File: src/rtl/w_ptr_status.sv
`default_nettype none
// ============================================================================
// Module      : w_ptr_status
// Description : Write-domain status stage of an asynchronous FIFO. Gray-codes
//               the next write pointer for the read domain, synchronizes the
//               read gray pointer into w_clk, and produces registered full,
//               almost-full, fill level and a sticky overflow flag.
// Revision    : 1.0 - initial release
// ============================================================================
module w_ptr_status #(
  parameter int ADDR_WIDTH  = 3,
  parameter int SYNC_STAGES = 2,
  parameter int AF_THRESH   = 6
) (
  input  logic                  w_clk,
  input  logic                  w_rst,
  input  logic                  w_en,
  input  logic [ADDR_WIDTH:0]   w_addr,
  input  logic [ADDR_WIDTH:0]   r_gptr_async,
  input  logic                  w_ovf_clr,
  output logic [ADDR_WIDTH:0]   w_gptr,
  output logic                  w_full,
  output logic                  w_almost_full,
  output logic [ADDR_WIDTH:0]   w_level,
  output logic                  w_ovf
);

  localparam logic [ADDR_WIDTH:0] c_af_thresh = (ADDR_WIDTH+1)'(AF_THRESH);

  // Gray-to-binary: each binary bit is the XOR of all gray bits at or above it.
  function automatic logic [ADDR_WIDTH:0] f_gray2bin(input logic [ADDR_WIDTH:0] g);
    logic [ADDR_WIDTH:0] b;
    b[ADDR_WIDTH] = g[ADDR_WIDTH];
    for (int i = ADDR_WIDTH - 1; i >= 0; i--) begin
      b[i] = b[i+1] ^ g[i];
    end
    return b;
  endfunction

  logic [ADDR_WIDTH:0] r_sync [SYNC_STAGES];
  logic [ADDR_WIDTH:0] r_gptr;
  logic                r_full;
  logic                r_almost_full;
  logic [ADDR_WIDTH:0] r_level;
  logic                r_ovf;

  logic                w_inc;
  logic [ADDR_WIDTH:0] w_addr_nxt;
  logic [ADDR_WIDTH:0] w_gnxt;
  logic [ADDR_WIDTH:0] w_rq;
  logic [ADDR_WIDTH:0] w_rbin;
  logic [ADDR_WIDTH:0] w_diff;
  logic                w_full_nxt;

  // The counter advances at this same edge only when not already full, so
  // the pointer computed here is exactly what the counter will hold next.
  assign w_inc      = w_en & ~r_full;
  assign w_addr_nxt = w_addr + {{ADDR_WIDTH{1'b0}}, w_inc};
  assign w_gnxt     = w_addr_nxt ^ (w_addr_nxt >> 1);

  assign w_rq       = r_sync[SYNC_STAGES-1];
  assign w_rbin     = f_gray2bin(w_rq);
  assign w_diff     = w_addr_nxt - w_rbin;

  // Full when the write pointer is one lap ahead: top two gray bits inverted.
  assign w_full_nxt = (w_gnxt == {~w_rq[ADDR_WIDTH:ADDR_WIDTH-1], w_rq[ADDR_WIDTH-2:0]});

  // Plain flop chain bringing the read gray pointer into the write domain.
  always_ff @(posedge w_clk) begin
    if (w_rst) begin
      for (int i = 0; i < SYNC_STAGES; i++) begin
        r_sync[i] <= '0;
      end
    end else begin
      r_sync[0] <= r_gptr_async;
      for (int i = 1; i < SYNC_STAGES; i++) begin
        r_sync[i] <= r_sync[i-1];
      end
    end
  end

  // Registered gray pointer and status flags derived from the next pointer.
  always_ff @(posedge w_clk) begin
    if (w_rst) begin
      r_gptr        <= '0;
      r_full        <= 1'b0;
      r_almost_full <= 1'b0;
      r_level       <= '0;
    end else begin
      r_gptr        <= w_gnxt;
      r_full        <= w_full_nxt;
      r_almost_full <= (w_diff >= c_af_thresh);
      r_level       <= w_diff;
    end
  end

  // Sticky overflow; a new overflow outranks a clear in the same cycle.
  always_ff @(posedge w_clk) begin
    if (w_rst) begin
      r_ovf <= 1'b0;
    end else if (w_en & r_full) begin
      r_ovf <= 1'b1;
    end else if (w_ovf_clr) begin
      r_ovf <= 1'b0;
    end
  end

  assign w_gptr        = r_gptr;
  assign w_full        = r_full;
  assign w_almost_full = r_almost_full;
  assign w_level       = r_level;
  assign w_ovf         = r_ovf;

endmodule
`default_nettype wire
File: config.mk
export PLATFORM = sky130hd
export DESIGN_NAME = w_ptr_status
export DESIGN_NICKNAME = d
export VERILOG_FILES = /design/src/rtl/w_ptr_status.sv
export SDC_FILE = /design/constraint.sdc
export NUM_CORES = 1
export LEC_CHECK = 0
export ABC_CLOCK_PERIOD_IN_PS = 2900
export CORE_MARGIN = 2
export CORE_UTILIZATION = 45
export DETAILED_ROUTE_END_ITERATION = 6
export PLACE_DENSITY = 0.76
export SETUP_SLACK_MARGIN = 0.15
export SYNTH_ARGS = -nofsm -noshare
export SYNTH_HDL_FRONTEND = slang
export SYNTH_SLANG_ARGS = --single-unit
File: constraint.sdc
create_clock -name w_clk -period 2.9 [get_ports w_clk]
set_clock_uncertainty 0.2 [all_clocks]
set_input_delay 0.58 -clock w_clk [delete_from_list [all_inputs] [get_ports w_clk]]
set_output_delay 0.58 -clock w_clk [all_outputs]
set_load 0.005 [all_outputs]
==> results.md <==
- Nets@finish: 122
- Crit path from: w_en
- CTS tree: yes
- Core Rows: 15
- CP required: approximately 2.9 ns
- GRT Residual Overflow: 0
- Port Buffer Count: 22
- Via Count: approximately 560
- Latest clock arrival within the worst-skew pair: around 0.3 ns
- DRT Wirelength: between 1000 and 1500 um
- Commonest non-fill, non-tap cell in the layout: clkdlybuf4s50_1
- Synth area leaders: dfxtp_1, ha_1, nor2b_1
- Period utilization: 0.921
- Final instance area: ~1100 um2
- Crit Path Class: input pin to flop
- WP buf/inv: 1
- Syn. warnings: 0
- Gate Count Post-Synth: 74
- I/O pin count: 23
- VDD IR max: around 0.00027 V
- Drt initial violations: 3
- Post-CTS setup repair buffer count: 0
- Post-layout min period: 2.67 ns
- Static leakage: ~0.47 nW
- PnR Total Power: approximately 0.00060 W
- Setup crit end kind: flop
- CTS sink count: 19
- Max incr delay on CP: roughly 0.47 ns
- Final slew viol count: 0
- Worst path arrival time: between 2 and 3 ns
- Max cap viols: 0
- Area added between synthesis and finish: 41.0%
- CP Cell Sequence: clkdlybuf4s50_1 -> nor2b_2 -> ha_2 -> ha_4 -> ha_1 -> nor2b_1 -> o21a_1 -> or4_4 -> o311ai_1
- # diodes: 0
- Die area: between 2000 and 2500 um2
- Die Y: about 46 um
- Remaining antenna violation count: 0
- Vias/cell: approximately 4.6
- Total CTS buffers: 3
- First-pass DRT Iterations: 3
- Clock transition at path regs: 0.11 ns
- Half-perimeter wire length after placement: between 900 and 1000 um
- CP endpoint: w_almost_full$_SDFF_PP0_
- Reg2reg start: r_sync[0][7]$_SDFF_PP0_
- CP Launch Type: input pin
- R2r setup slk: 0.62 ns
- Mapped Avg Cell Area: 10.7 um2
- H-tree lvl count: 1
- Worst Tran Pin Value: roughly 0.29 ns
- Synth top area share: 0.481
- Final setup violation count: 0
- Peak Freq: ~0.37 GHz
- Synth unique cells: 20
- Die W: around 46 um
- Worst R2R End: w_almost_full$_SDFF_PP0_
- All-Layer GR Usage: 0.153
- Largest net degree at the start of global routing: 20
- Levels on crit path: 9
- Hold Crit Class: flop to flop
- Buffer depth of the longest clock path: 2
- Flops & latches, synth: 19
- Number of antenna violations at the first check in global routing: 0
- Share of layout cells above drive strength 1: 0.146
- Final GP Congestion: 0.759
- Root Buffer: clkbuf_4
- # DRC: 0
- First-pass GRT wire length: 2200 um
- Pwr dens: about 540 nW/um2
- Syn Nets: between 90 and 100
- Area post-placement: 1060 um2
- Number of global-route vias before repair: 531
- Slew headroom: 0.804
- Post-synthesis cell area: about 800 um2
- Worst Path Max Fanout: 3
- Status: finished clean
- Initial Util: 0.468
- RSZ-0062 raised after global routing: no
- Reg2Reg Depth: 8
- Crit-path leading delay family: adder cells
- Fin. Hold Viols: 0
- Core area: 1690 um2
- Worst path slowest cell: clkdlybuf4s50_1
- Cell taking the most area after synthesis: dfxtp_1
- Drt wl/cell: around 11 um
- Commonest cells after routing, fill and taps aside: clkdlybuf4s50_1, dfxtp_1, nor2b_1
- Sequential area share after synthesis: 0.481
## metrics by stage
step	TNS (ns)	worst slack [ns]	util	hold slack, ns	std cells
after floorplan	0	0.313	-	0.214	74
after global placement	-0.164	-0.107	0.629	0.218	116
after detailed placement	-0.240	-0.148	0.629	0.223	116
after CTS	0	0.166	0.645	0.250	120
after global routing	0	0.177	0.660	0.256	120
final	0	0.229	0.660	0.245	120
## report_power, final
| part | leakage (nW) | switching [W] | internal [W] |
|---|---|---|---|
| registers | 0.157 | 0.00000730 | 0.000288 |
| logic | 0.294 | 0.0000643 | 0.000104 |
| clock network | 0.0177 | 0.0000846 | 0.0000515 |
| total | 0.469 | 0.000156 | 0.000444 |
## cells in the mapped netlist
cell type	n
inv_1	4
nand2_1	2
nor2_1	8
dfxtp_1	19
o21a_1	1
xnor2_1	7
a21oi_1	1
and4_2	1
a21boi_0	1
nor2b_1	10
fa_1	1
xnor3_1	1
or4_4	1
clkbuf_1	2
xor2_1	6
nand2b_1	1
ha_1	5
nand3_1	1
o211ai_1	1
o311ai_1	1
## state kept, by name (all words and copies together) (netlist names)
| signal | cells |
|---|---|
| w_almost_full | 1 |
| w_level | 4 |
| w_ovf | 1 |
| w_gptr | 4 |
| r_sync | 8 |
| w_full | 1 |
## worst min-delay path by stage
stage | cells after the start | from | to
after floorplan | 1 | r_sync[0][0]$_SDFF_PP0_ | r_sync[0][4]$_SDFF_PP0_
after global placement | 1 | r_sync[0][2]$_SDFF_PP0_ | r_sync[0][6]$_SDFF_PP0_
after detailed placement | 1 | r_sync[0][2]$_SDFF_PP0_ | r_sync[0][6]$_SDFF_PP0_
after CTS | 1 | r_sync[0][2]$_SDFF_PP0_ | r_sync[0][6]$_SDFF_PP0_
after global routing | 1 | r_sync[0][0]$_SDFF_PP0_ | r_sync[0][4]$_SDFF_PP0_
final | 1 | r_sync[0][1]$_SDFF_PP0_ | r_sync[0][5]$_SDFF_PP0_
## worst register-to-register path, stage by stage, from the launching register on
cell and delay [ns]:
dfxtp_1 0.35, xnor2_1 0.23, xor2_1 0.30, xnor2_1 0.16, ha_1 0.21, nor2b_1 0.06
o21a_1 0.17, or4_4 0.41, o311ai_1 0.09
## final cells by class
type / count / area (um2)
clock buffers: 3 / 22.5
clock inverters: 1 / 5.00
multi-input cells: 49 / 413
flip-flops and latches: 19 / 380
fillers: 135 / 574
well taps: 17 / 21.3
inverters: 4 / 15.0
repair buffers: 27 / 258
## metal layers
layer  track usage  routed length, um  vias up
met1         0.171                590      238
li1              -                  -      294
met2         0.247                624       19
met3        0.0476                 66        4
met4         0.103                 23        0
met5             0                  0        -
## kinds of logic after synthesis
| group | share of synthesized area |
|---|---|
| AOI/OAI and AO/OA | 0.0459 |
| xor gates and xnor gates | 0.172 |
| adders and majority gates | 0.104 |
| buffers and inverters | 0.0285 |
| DFF | 0.481 |
| and+or+nand+nor | 0.168 |
## timing repair
action,4_1_cts,5_1_grt
hold buffers,0,0
hold endpoints to repair,0,0
setup endpoints to repair,0,2
gates resized for setup,0,4
No activity file was read; power rests on OpenSTA's default activity.
